--- config.mk ---
export PLATFORM = sky130hd
export DESIGN_NAME = apb_master
export DESIGN_NICKNAME = d
export VERILOG_FILES = /design/src/rtl/apb_pkg.sv /design/src/rtl/apb_timeout_ctr.sv /design/src/rtl/apb_master.sv
export SDC_FILE = /design/constraint.sdc
export NUM_CORES = 1
export LEC_CHECK = 0
export ABC_CLOCK_PERIOD_IN_PS = 1650
export BUFFER_PORTS_ARGS = -buffer_cell sky130_fd_sc_hd__buf_2
export CORE_UTILIZATION = 44
export CTS_CLUSTER_SIZE = 10
export DETAILED_ROUTE_END_ITERATION = 10
export PLACE_DENSITY = 0.76
export SLEW_MARGIN = 30
export SYNTH_ARGS = -nofsm -noshare
export SYNTH_HDL_FRONTEND = slang
export SYNTH_HIERARCHICAL = 1
export SYNTH_SLANG_ARGS = --single-unit
--- constraint.sdc ---
create_clock -name PCLK -period 1.65 [get_ports PCLK]
set_input_delay 0.0825 -clock PCLK [delete_from_list [all_inputs] [get_ports PCLK]]
set_output_delay 0.0825 -clock PCLK [all_outputs]
set_load 0.02 [all_outputs]
--- src/rtl/apb_pkg.sv ---
// Shared APB constants and the requester state encoding, common to master and slave.
package apb_pkg;

    localparam int APB_ADDR_WIDTH = 4;
    localparam int APB_DATA_WIDTH = 8;

    typedef enum logic [1:0] {
        IDLE   = 2'd0,
        SETUP  = 2'd1,
        ACCESS = 2'd2,
        RESP   = 2'd3
    } apb_mst_state_e;

endpackage

--- src/rtl/apb_timeout_ctr.sv ---
// ACCESS-phase wait counter; expired pulses on the wait cycle that reaches the limit.
module apb_timeout_ctr #(
    parameter int W = 5
) (
    input  logic         clk,
    input  logic         rst,
    input  logic         clear,
    input  logic         inc,
    input  logic [W-1:0] limit,
    output logic         expired
);

    logic [W-1:0] cnt;

    // expired is qualified by inc so a PREADY=1 cycle at the limit never aborts
    assign expired = inc && (cnt == limit - W'(1));

    always_ff @(posedge clk) begin
        if (rst || clear) begin
            cnt <= '0;
        end else if (inc && !expired) begin
            cnt <= cnt + W'(1);
        end
    end

endmodule

--- src/rtl/apb_master.sv ---
// APB requester: one command at a time, SETUP/ACCESS sequencing, backpressured response.
// Optional ACCESS timeout abort is enabled by defining APB_TIMEOUT_EN.
module apb_master
    import apb_pkg::*;
#(
    parameter int ADDR_WIDTH     = APB_ADDR_WIDTH,
    parameter int DATA_WIDTH     = APB_DATA_WIDTH,
    parameter int TIMEOUT_CYCLES = 16
) (
    input  logic                  PCLK,
    input  logic                  PRESET,
    input  logic                  cmd_valid,
    output logic                  cmd_ready,
    input  logic                  cmd_write,
    input  logic [ADDR_WIDTH-1:0] cmd_addr,
    input  logic [DATA_WIDTH-1:0] cmd_wdata,
    output logic                  rsp_valid,
    input  logic                  rsp_ready,
    output logic [DATA_WIDTH-1:0] rsp_rdata,
    output logic                  rsp_err,
    output logic                  PSELx,
    output logic                  PENABLE,
    output logic                  PWRITE,
    output logic [ADDR_WIDTH-1:0] PADDR,
    output logic [DATA_WIDTH-1:0] PWDATA,
    input  logic [DATA_WIDTH-1:0] PRDATA,
    input  logic                  PREADY,
    output apb_mst_state_e        dbg_state
);

    // Handshakes: a transfer happens on a rising edge where valid && ready; a
    // producer holds valid and its payload stable until that edge.
    apb_mst_state_e        state, state_n;
    logic                  psel_n, penable_n, pwrite_n;
    logic [ADDR_WIDTH-1:0] paddr_n;
    logic [DATA_WIDTH-1:0] pwdata_n, rsp_rdata_n;
    logic                  rsp_valid_n, rsp_err_n;
    logic                  tmo_expired;

    assign cmd_ready = (state == IDLE) && !PRESET;
    assign dbg_state = state;

`ifdef APB_TIMEOUT_EN
    localparam int TMO_W = $clog2(TIMEOUT_CYCLES + 1);

    apb_timeout_ctr #(.W(TMO_W)) u_tmo (
        .clk     (PCLK),
        .rst     (PRESET),
        .clear   (state == SETUP),
        .inc     ((state == ACCESS) && !PREADY),
        .limit   (TMO_W'(TIMEOUT_CYCLES)),
        .expired (tmo_expired)
    );
`else
    assign tmo_expired = 1'b0;
`endif

    always_comb begin
        state_n     = state;
        psel_n      = PSELx;
        penable_n   = PENABLE;
        pwrite_n    = PWRITE;
        paddr_n     = PADDR;
        pwdata_n    = PWDATA;
        rsp_valid_n = rsp_valid;
        rsp_rdata_n = rsp_rdata;
        rsp_err_n   = rsp_err;
        case (state)
            IDLE: begin
                if (cmd_valid && cmd_ready) begin
                    pwrite_n = cmd_write;
                    paddr_n  = cmd_addr;
                    pwdata_n = cmd_wdata;
                    psel_n   = 1'b1;
                    state_n  = SETUP;
                end
            end
            SETUP: begin
                penable_n = 1'b1;
                state_n   = ACCESS;
            end
            ACCESS: begin
                if (PREADY) begin
                    rsp_rdata_n = PWRITE ? '0 : PRDATA;
                    rsp_err_n   = 1'b0;
                    rsp_valid_n = 1'b1;
                    psel_n      = 1'b0;
                    penable_n   = 1'b0;
                    state_n     = RESP;
                end else if (tmo_expired) begin
                    rsp_rdata_n = '0;
                    rsp_err_n   = 1'b1;
                    rsp_valid_n = 1'b1;
                    psel_n      = 1'b0;
                    penable_n   = 1'b0;
                    state_n     = RESP;
                end
            end
            RESP: begin
                if (rsp_ready) begin
                    rsp_valid_n = 1'b0;
                    state_n     = IDLE;
                end
            end
            default: state_n = IDLE;
        endcase
    end

    always_ff @(posedge PCLK) begin
        if (PRESET) begin
            state     <= IDLE;
            PSELx     <= 1'b0;
            PENABLE   <= 1'b0;
            PWRITE    <= 1'b0;
            PADDR     <= '0;
            PWDATA    <= '0;
            rsp_valid <= 1'b0;
            rsp_rdata <= '0;
            rsp_err   <= 1'b0;
        end else begin
            state     <= state_n;
            PSELx     <= psel_n;
            PENABLE   <= penable_n;
            PWRITE    <= pwrite_n;
            PADDR     <= paddr_n;
            PWDATA    <= pwdata_n;
            rsp_valid <= rsp_valid_n;
            rsp_rdata <= rsp_rdata_n;
            rsp_err   <= rsp_err_n;
        end
    end

endmodule
Word level (Yosys, flattened, before mapping):

Index checks and enable logic that the tools add are counted.
W data, S select, Z words.

* equality and inequality tests: 6
* multiplexer cells: 12
* reductions and logical operators: 13

Operators with widths (number)
* $reduce_and A3 Y1: 3
* $mux W8: 1
* $pmux W2 S4: 1
* $mux W2: 3
* $pmux W1 S2: 3
* $reduce_and A2 Y1: 3
* $reduce_bool A2 Y1: 3
* $eq A2 B2 Y1 const B: 2
* $mux W1: 4
* $ne A2 B2 Y1 const B: 2
* $eq A2 B1 Y1 const B: 1
* $logic_and A1 B1 Y1: 2
* $logic_not A2 Y1: 1
* $ne A2 B1 Y1 const B: 1
* $logic_not A1 Y1: 1

* flip-flop bits (word level): 26
* word-level logic and storage cells: 39

Longest topological paths before layout:

Gate-level depths: netlist of the first run.

* depth after elaboration: 5
* depth in mapped cells: 7
* gate-level depth less buffers: 5

Worst setup path after synthesis of the first run:

Ideal clock, no wire load.

* path kind: reg2reg
* start point: reg state[0], in the netlist dbg_state[0]
* end point: reg state[0], in the netlist dbg_state[0]
* setup time: 116 ps
* arrival time: 1535 ps
* required time: 1534 ps
* slack: -1 ps
* cell stages (with the launch flop): 6
* path buffers: 0
* clock period less this slack: 1651 ps
* path through: dfxtp_1 inv_1 ha_1 nor2b_4 or4_1 o211a_1

* longest elaborated chain between the ends: 5
* elaborated cells between the ends (all ways): 11
* classes of those cells: eq/ne: 6; mux: 1; reduce/logical: 4

Ends and longest elaborated chain
* start: declaration: line apb_master.sv:33 `apb_mst_state_e state, state_n;`
* start signal: assignment: line apb_master.sv:121 `state <= state_n;`
* $logic_not A2 Y1: line apb_master.sv:40, apb_master.sv:68
* $logic_and A1 B1 Y1: line apb_master.sv:40 `assign cmd_ready = (state == IDLE) && !PRESET;`
* $logic_and A1 B1 Y1: line apb_master.sv:70 `if (cmd_valid && cmd_ready) begin`
* $ne A2 B1 Y1 (no line)
* $reduce_and A3 Y1 (no line)

Several ways; a longest one is shown, not always the timed one.
A chain may end at the register's enable or synchronous reset.

Worst setup path after layout of the first run:

Ends and elaborated chain as after synthesis.

==> results of run 1 <==
[how the worst min path moves through the flow]
stage / cells past startpoint / start / to / slack, ns
3_5_place_dp: 3 / cmd_addr[3] / PADDR[3] / 0.29
4_1_cts: 3 / PRDATA[4] / rsp_rdata[4] / 0.02
2_1_floorplan: 1 / PRESET / rsp_rdata[2] / 0.15
5_1_grt: 3 / PRDATA[3] / rsp_rdata[3] / 0.04
6_report: 3 / PRDATA[4] / rsp_rdata[4] / 0.03
3_3_place_gp: 3 / cmd_wdata[0] / PWDATA[0] / 0.27
[cells in the mapped netlist (all sizes together)]
master and number:
nor2 2, a32oi 1, a21oi 11, buf 7
and3b 1, or2 2, inv 4, mux2i 1
o211a 1, o21ai 14, or4 1, nor2b 4
nand2 39, nand4b 8, conb 1, dfxtp 26
a211oi 1, ha 5, clkbuf 1
[per-stage QoR]
step	worst slack, ns	util [%]
floorplan	0.0218	-
global placement	0.0704	59.4
detailed placement	-0.0731	59.4
CTS	0.0579	66.2
global route	0.0439	66.2
finish	0.110	66.2
[cells by family after synthesis]
kind of cell	synth area share [%]
AOI/OAI and AO/OA	13.8
and+or+nand+nor	26.1
DFF	47.5
other	0.343
buffers and inverters	5.60
adders and majority gates	5.71
muxes	0.914
[worst max-delay path: cells and delay by family (launching register included)]
family	cells	cell delay [ns]
simple gates	2	0.60
flops	1	0.38
fa+ha+maj	1	0.24
compound gates	1	0.14
buf+inv	1	0.08
[area by class of cell]
cell class / count / area, µm² / area share, %
clock buffer: 3 / 22.5 / 1.49
inverter: 4 / 15.0 / 0.996
multi-input combinational: 92 / 514 / 34.1
sequential: 26 / 523 / 34.7
tap: 28 / 35.0 / 2.32
timing repair buffer: 66 / 398 / 26.4
[power groups by stage]
stage / logic [mW] / registers, mW / clock network (mW)
CTS: 0.715 / 0.837 / 0.261
global route: 0.785 / 0.856 / 0.277
detailed placement: 0.690 / 0.849 / 0
floorplan: 0.318 / 1.00 / 0
finish: 0.714 / 0.841 / 0.258
global placement: 0.667 / 0.844 / 0
[timing repair]
action,in CTS,in global routing
setup buffers,0,0
hold buffers,13,0
endpoints found under the setup margin,13,1
gates resized for setup,1,1
endpoints found under the hold margin,13,0
[state kept, by name (all words and copies together) (netlist names)]
| signal | cells |
|---|---|
| PADDR | 4 |
| PENABLE | 1 |
| PSELx | 1 |
| PWDATA | 8 |
| PWRITE | 1 |
| dbg_state | 2 |
| rsp_rdata | 8 |
| rsp_valid | 1 |
[layer usage]
metal / share of wire (%) / vias to the layer above / global-route usage, %
li1: - / 552 / -
met1: 43 / 476 / 22.6
met2: 48 / 43 / 36.8
met3: 7.3 / 6 / 4.39
met4: 1.8 / 0 / 11.3
met5: 0 / - / 0
==> summary.txt, run 1 <==
Placement
  – RePlAce Congestion: approximately 0.75
  – Area post-placement: 0.00135 mm²
  – PortBufs: 52
  – Placed wire-length estimate: 1730 µm
  – Placed Cells incl. Taps: 203

Worst setup path
  – Worst r2r src: dbg_state[0]
  – R2R depth: 5
  – CP Max Fanout: 5
  – WP data required: between 1.5 and 2 ns
  – Worst setup path class: reg -> reg
  – CP startpoint kind: flop
  – R2R setup slack: roughly 0.11 ns
  – Crit path to: dbg_state[0]
  – Worst Path Arrival: 1.76 ns
  – CP Cell Sequence: inv_1 -> ha_1 -> nor2b_4 -> or4_1 -> o211a_1
  – Crit path from: dbg_state[0]
  – RR Endpoint: dbg_state[0]
  – Crit-path max cell delay: around 0.46 ns
  – Slowest cell on the critical path: or4_1
  – Worst setup EP type: flop

Pwr
  – Sequential Power Share: 46.4%
  – Internal power: 1.13 mW
  – Pwr per Cell Area: 1200 mW/mm²
  – Switching pwr: 0.678 mW
  – Max IR drop VDD: 737 µV
  – Clk pwr share: 14.2%
  – Switching power share of the total: between 30% and 40%
  – Combinational share of power: 39.4%
  – Leakage: 0.714 nW
  – Final Power: 1.81 mW

Synthesis
  – Synth area leaders: dfxtp_1, nand2_1, nand4b_1
  – Post-Syn Area: 0.00109 mm²
  – Flops & latches, synth: 26
  – Syn Nets: 161
  – Mapped Cells: 130
  – Synth unique cells: 22
  – Sequential element share of the synthesized area: a little under half
  – Number of synthesis warnings: 6
  – Avg Inst Size Synth: 8.42 µm²
  – Cell taking the most area after synthesis: dfxtp_1
  – Synth top area share: 47.5%

Cells and area
  – Layout cells sized above 1: ~32%
  – Commonest non-fill, non-tap cell in the layout: buf_2
  – Fin area: ~0.0015 mm²
  – Area delta synth->final: 37.7%
  – Commonest non-fill, non-tap cells in the layout: buf_2, nand2_1, dfxtp_1
  – Cell Count, Final, Fillers Out: 219
  – Nets: 224
  – Fill cells: 181
  – Antenna cells: 0

Floorplan
  – Rows: 17
  – # IOs: between 50 and 60
  – Core footprint: 0.00228 mm²
  – Die Y: 51.9 µm
  – Initial Util: between 40% and 50%
  – Full die area: about 0.0027 mm²
  – Width of the die: 51.9 µm

Detailed routing
  – Router iterations before antenna repair: 5
  – Post-DR wirelength/cell: around 12 µm
  – DR iter-0 viols: 22
  – Vias per inst: 4.92
  – DRC viols: 0
  – Post-route ant nets: 0
  – Routed wire length: 2600 µm
  – Vias: 1077

Timing
  – Max-slew violations: 0
  – Hold WS: 0.0262 ns
  – Final setup TNS: 0 ns
  – Final setup vio count: 0
  – Unrepaired setup endpoints after global routing: false
  – Maximum clock rate: 649 MHz
  – Period utilisation layout: ~93%
  – Hold Fails Final Rpt: 0
  – Clock Skews: 0.00124 ns
  – Tmin final: 1.54 ns

Hold path
  – HP Class: in -> reg

Global routing
  – Initial antenna violation count: 0
  – Vias in the first global route: between 1000 and 1500
  – GRT overflow: 0
  – Tot GR Track Use: 20.7%
  – Largest net degree at the start of global routing: 27
  – First-pass GRT wire length: 4110 µm

Run status
  – Outcome: completed

CTS
  – TritonCTS clock tree: built
  – Clock transition at path regs: 0.13 ns
  – Clk buf depth: 2
  – TritonCTS Buffers: 3
  – Root Driver: clkbuf_4
  – Worst-Skew Late Latency: 0.31 ns
  – Clk sinks: 26
  – H-tree levels: 1

Flow run
  – Max-cap violations: 0
No activity file was read; power rests on OpenSTA's default activity.
==> run 2: changes to the inputs <==
Settings changed: ABC_AREA from default to 1, CORE_UTILIZATION 44 to 45, PLACE_DENSITY 0.76 to 0.77.
==> summary.txt, run 2 <==
Global routing
  – Tot GR Track Use: 24.0% (+3.3 points)
  – Vias in the first global route: 1183 (+18%)
  – First-pass GRT wire length: 4850 µm (+18%)
  – Initial antenna violation count: 0 (unchanged)
  – GRT overflow: 0 (unchanged)
  – Largest net degree at the start of global routing: 24 (-11%)

Synthesis
  – Top_reg_cell synth: dfxtp_1
  – Sequential element share of the synthesized area: 45.8% (-1.7 points)
  – FFs w/ async S/R, synth: 0% (unchanged)
  – Mapped Cells: 146 (+12%)
  – Count leader, synth: nand3_1
  – Syn Nets: 177 (+9.9%)
  – Number of synthesis warnings: 6 (unchanged)
  – Synth area leaders: dfxtp_1, nand3_1, nand2_1
  – Avg Inst Size Synth: 7.78 µm² (-7.6%)
  – Cell taking the most area after synthesis: dfxtp_1
  – Synth top cells by count: nand3_1, nand2_1, dfxtp_1
  – Flops & latches, synth: 26 (unchanged)
  – Synth top area share: 45.8% (-1.7 points)
  – Post-Syn Area: 0.00114 mm² (+3.8%)
  – EDFF count, synth: 0 (unchanged)
  – Synth unique cells: 19 (-14%)

Timing
  – Hold WS: 0.0176 ns (-0.00855 ns)
  – Final setup TNS: 0 ns (unchanged)
  – Period utilisation layout: 92.6% (-0.75 points)
  – Maximum clock rate: 654 MHz (+0.81%)
  – Final setup vio count: 0 (unchanged)
  – Unrepaired setup endpoints after global routing: false
  – Clock Skews: 0.00430 ns (+0.00305 ns)
  – Tmin final: 1.53 ns (-0.0124 ns)
  – Hold Fails Final Rpt: 0 (unchanged)
  – Max-slew violations: 0 (unchanged)

Detailed routing
  – Vias per inst: 4.88 (-0.69%)
  – Vias: 1177 (+9.3%)
  – DR iter-0 viols: 20 (-9.1%)
  – DRC viols: 0 (unchanged)
  – Post-route ant nets: 0 (unchanged)
  – Post-DR wirelength/cell: 12.1 µm (+2.2%)
  – Routed wire length: 2930 µm (+12%)
  – Router iterations before antenna repair: 4 (-1)

Worst setup path
  – Crit path from: dbg_state[0]
  – WP data required: 1.57 ns (-0.30 ns)
  – CP startpoint kind: flop
  – Worst r2r src: dbg_state[0]
  – CP Max Fanout: 5 (unchanged)
  – Worst setup EP type: output pin
  – Worst Path Arrival: 1.45 ns (-0.31 ns)
  – Worst setup path class: reg -> out
  – R2R setup slack: 0.18 ns (+0.07 ns)
  – R2R depth: 6 (+1)

Cells and area
  – Regs by FF count: PWDATA x8, rsp_rdata x8, PADDR x4
  – Commonest non-fill, non-tap cell in the layout: buf_2
  – Layout cells sized above 1: 29.6% (-2.9 points)
  – Fin area: 0.00161 mm² (+6.6%)
  – Area delta synth->final: 41.4%
  – Nets: 245 (+9.4%)
  – Commonest non-fill, non-tap cells in the layout: buf_2, nand3_1, nand2_1
  – Antenna cells: 0 (unchanged)

Hold path
  – Hold depth: 3 (unchanged)
  – HP Class: in -> reg
  – Worst hold start: PRDATA[0]

Floorplan
  – Full die area: 0.00273 mm² (+1.4%)
  – Die Y: 52.2 µm (+0.70%)
  – Core footprint: 0.00230 mm² (+0.93%)
  – # IOs: 54 (unchanged)
  – Width of the die: 52.2 µm (+0.70%)
  – Initial Util: 49.5% (+1.4 points)
  – Rows: 17 (unchanged)

Run status
  – Outcome: completed

Pwr
  – Leakage: 0.866 nW (+21%)
  – Pwr per Cell Area: 1400 mW/mm² (+16%)
  – Max IR drop VDD: 874 µV (+19%)

CTS
  – Clk buf depth: 2 (unchanged)
  – Clk sinks: 26 (unchanged)
  – H-tree levels: 1 (unchanged)
  – Clock transition at path regs: 0.14 ns (about the same)
  – TritonCTS clock tree: built
  – TritonCTS Buffers: 3 (unchanged)
  – Root Driver: clkbuf_4
  – Worst-Skew Late Latency: 0.32 ns (about the same)

Placement
  – PortBufs: 52 (unchanged)
  – RePlAce Congestion: 0.757 (+0.45%)
  – Placed wire-length estimate: 1850 µm (+7.1%)
  – Area post-placement: 0.00137 mm² (+1.5%)

Flow run
  – Max-cap violations: 0 (unchanged)
==> run 2: worst paths after layout <==
check	to
setup / recovery	cmd_ready
hold reg to reg	PWDATA[1]
hold / removal	rsp_rdata[0]
setup reg to reg	rsp_rdata[6]
==> run 2: cells by family after synthesis <==
| group | count (synthesis) | share of synthesized area [%] |
|---|---|---|
| buffers and inverters | 21 | 10.0 |
| adders and majority gates | 5 | 5.51 |
| other | 1 | 0.330 |
| AOI/OAI and AO/OA | 10 | 4.40 |
| DFF | 26 | 45.8 |
| and+or+nand+nor | 83 | 33.9 |
==> run 2: power breakdown <==
group          leakage (nW)  internal, mW  switching (mW)  total [mW]
Clock                0.0279         0.246           0.190       0.435
Combinational         0.625         0.343           0.622       0.965
Sequential            0.213         0.759          0.0832       0.842
==> run 2: area by class of cell <==
class	instances	area [µm²]
multi-input combinational	99	502
timing repair buffer	70	438
tap	28	35.0
sequential	26	520
inverter	14	58.8
clock buffer	3	22.5
clock inverter	1	30.0
fill	194	691
==> run 2: worst max-delay path, stage by stage (launching register included) <==
cell	delay [ns]
dfxtp_1	0.38
inv_1	0.12
ha_1	0.26
inv_2	0.08
nor2_4	0.12
buf_2	0.17
==> run 2: routing by layer <==
metal  share of wire, %  routed length, µm  track usage (%)  vias to the layer above
met2                 49               1440             44.2                       46
met3                5.9                174             4.06                        6
li1                   -                  -                -                      604
met1                 43               1260             27.2                      521
met5                  0                  0                0                        -
met4                1.6                 46             9.21                        0
==> run 2: what timing repair did <==
item | CTS | global route
hold endpoints to repair | 17 | 0
pin swaps | 1 | 0
gates cloned | 0 | 0
gates resized for setup | 0 | 1
endpoints found under the setup margin | 1 | 7
buffers inserted | 1 | 0
hold buffers | 17 | 0
==> run 2: metrics by stage <==
| step | total power [mW] | util (%) | worst slack [ns] | std cells |
|---|---|---|---|---|
| final | 2.24 | 69.9 | 0.122 | 241 |
| after global routing | 2.42 | 69.9 | 0.000877 | 241 |
| after CTS | 2.24 | 69.8 | 0.119 | 241 |
| after detailed placement | 1.75 | 59.7 | 0.177 | 219 |
| after global placement | 1.72 | 59.7 | 0.250 | 219 |
| after floorplan | 1.53 | - | 0.202 | 146 |
==> run 3: changes to the inputs <==
Settings changed: BUFFER_PORTS_ARGS -buffer_cell sky130_fd_sc_hd__buf_2 to default, DONT_BUFFER_PORTS from default to 1, PLACE_DENSITY 0.77 to 0.59, SYNTH_HIERARCHICAL 1 to default.
==> summary.txt, run 3 <==
CTS
  – Worst-Skew Late Latency: 0.32 ns (about the same)
  – Clk sinks: 26 (unchanged)
  – TritonCTS Buffers: 3 (unchanged)
  – Clock transition at path regs: 0.14 ns (about the same)
  – Root Driver: clkbuf_4
  – Clk buf depth: 2 (unchanged)
  – H-tree levels: 1 (unchanged)
  – Resized cells post-CTS: 0 (unchanged)
  – TritonCTS clock tree: built

Pwr
  – Leakage: 0.669 nW (-23%)
  – Max IR drop VDD: 945 µV (+8.1%)
  – Pwr per Cell Area: 1500 mW/mm² (+7.5%)

Global routing
  – Tot GR Track Use: 19.6% (-4.4 points)
  – Met3 usage: 5.22% (+1.2 points)
  – M1 GR Usage: 22.6% (-4.6 points)
  – Initial antenna violation count: 0 (unchanged)
  – Most used routing layer in global routing: met2
  – Largest net degree at the start of global routing: 24 (unchanged)
  – Met2 usage: 35.3% (-9.0 points)
  – First-pass GRT wire length: 3970 µm (-18%)
  – Vias in the first global route: 969 (-18%)
  – GRT overflow: 0 (unchanged)

Synthesis
  – Synth top cells by count: nand3_1, nand2_1, dfxtp_1
  – Syn Nets: 177 (unchanged)
  – Cell taking the most area after synthesis: dfxtp_1
  – Post-Syn Area: 0.00114 mm² (unchanged)
  – Count leader, synth: nand3_1
  – Synth unique cells: 19 (unchanged)
  – Top_reg_cell synth: dfxtp_1
  – Flops & latches, synth: 26 (unchanged)
  – EDFF count, synth: 0 (unchanged)
  – Synth top area share: 45.8% (unchanged)
  – FFs w/ async S/R, synth: 0% (unchanged)
  – Mapped Cells: 146 (unchanged)
  – Number of synthesis warnings: 0 (-6)
  – Avg Inst Size Synth: 7.78 µm² (unchanged)
  – Sequential element share of the synthesized area: 45.8% (unchanged)
  – Synth area leaders: dfxtp_1, nand3_1, nand2_1

Floorplan
  – Core footprint: 0.00230 mm² (unchanged)
  – Die Y: 52.2 µm (unchanged)
  – Rows: 17 (unchanged)
  – Initial Util: 49.5% (unchanged)
  – # IOs: 54 (unchanged)
  – Width of the die: 52.2 µm (unchanged)
  – Full die area: 0.00273 mm² (unchanged)

Placement
  – RePlAce Congestion: 0.772 (+2.0%)
  – Placed Cells incl. Taps: 170 (-22%)
  – Area post-placement: 0.00113 mm² (-17%)
  – Placed wire-length estimate: 1590 µm (-14%)
  – PortBufs: 0 (-100%)

Detailed routing
  – Router iterations before antenna repair: 4 (unchanged)
  – Vias: 1008 (-14%)
  – Vias per inst: 5.09 (+4.2%)
  – DRC viols: 0 (unchanged)
  – Post-DR wirelength/cell: 12.5 µm (+2.6%)
  – Routed wire length: 2470 µm (-16%)
  – Post-route ant nets: 0 (unchanged)
  – DR iter-0 viols: 17 (-15%)

Worst setup path
  – CP Max Fanout: 3 (-2)
  – WP data required: 1.57 ns (about the same)
  – CP startpoint kind: flop
  – Worst setup EP type: output pin
  – Worst Path Arrival: 1.36 ns (-0.09 ns)
  – Worst setup path class: reg -> out

Flow run
  – Max-cap violations: 0 (unchanged)

Timing
  – Final setup vio count: 0 (unchanged)
  – Unrepaired setup endpoints after global routing: false
  – Period utilisation layout: 87.5% (-5.1 points)
  – Clock Skews: 0.00440 ns (+0.000101 ns)
  – Maximum clock rate: 693 MHz (+5.8%)
  – Max-slew violations: 0 (unchanged)
  – Final setup TNS: 0 ns (unchanged)
  – Hold Fails Final Rpt: 0 (unchanged)
  – Tmin final: 1.44 ns (-0.0843 ns)

Cells and area
  – Antenna cells: 0 (unchanged)
  – Nets: 202 (-18%)
  – Commonest non-fill, non-tap cells in the layout: nand3_1, nand2_1, dfxtp_1
  – Commonest non-fill, non-tap cell in the layout: nand3_1
  – Layout cells sized above 1: 7.65% (-22 points)
  – Regs by FF count: PWDATA x8, rsp_rdata x8, PADDR x4
  – Area delta synth->final: 25.4%
  – Fin area: 0.00143 mm² (-11%)
  – Cell Count, Final, Fillers Out: 198 (-18%)

Hold path
  – HP Class: in -> reg

Run status
  – Outcome: completed
[run 3: final timing paths]
kind,startpoint,end,slack (ns),depth (start not counted)
setup reg to reg,dbg_state[0],rsp_rdata[0],0.23,6
hold / removal,cmd_valid,PWRITE,0.02,2
setup / recovery,dbg_state[1],cmd_ready,0.21,5
hold reg to reg,rsp_valid,rsp_valid,0.57,2
[run 3: kinds of logic after synthesis]
kind of cell | share of synthesized area, %
simple gates | 33.9
flops | 45.8
buf+inv | 10.0
other cells | 0.330
fa+ha+maj | 5.51
compound gates | 4.40
[run 3: area by class of cell]
class | instances | area (µm²)
clock inverters | 1 | 30.0
flip-flops and latches | 26 | 520
multi-input cells | 99 | 502
repair buffers | 27 | 260
fillers | 216 | 872
clock buffers | 3 | 22.5
inverters | 14 | 55.1
well taps | 28 | 35.0
[run 3: metal layers]
layer | share of wire (%) | wire [µm] | vias up
met5 | 0 | 0 | -
met4 | 0 | 0 | 0
met3 | 7.3 | 181 | 0
met2 | 48 | 1180 | 39
met1 | 45 | 1100 | 446
li1 | - | - | 523
[run 3: timing repair]
action | CTS | global route
hold buffers | 23 | 0
setup endpoints to repair | 1 | 0
buffers inserted | 1 | 0
endpoints found under the hold margin | 25 | 0
[run 3: worst max-delay path: stages, from the launching register on]
cell	delay, ns
dfxtp_1	0.35
inv_1	0.10
ha_1	0.25
inv_2	0.07
nor2_4	0.12
buf_4	0.15
[run 3: through the flow]
stage	total power, mW	worst slack (ns)	util, %	hold WS [ns]
6_report	2.14	0.206	62.0	0.0242
5_1_grt	2.29	0.0691	62.0	0.0211
4_1_cts	2.15	0.191	62.0	0.0221
3_5_place_dp	1.65	0.269	49.4	0.156
3_3_place_gp	1.63	0.336	49.4	0.153
2_1_floorplan	1.53	0.202	-	0.217
[run 3: report_power, final]
part	internal, mW	leakage, nW	switching, mW
Combinational	0.283	0.428	0.450
Sequential	0.759	0.213	0.209
Clock	0.245	0.0279	0.190
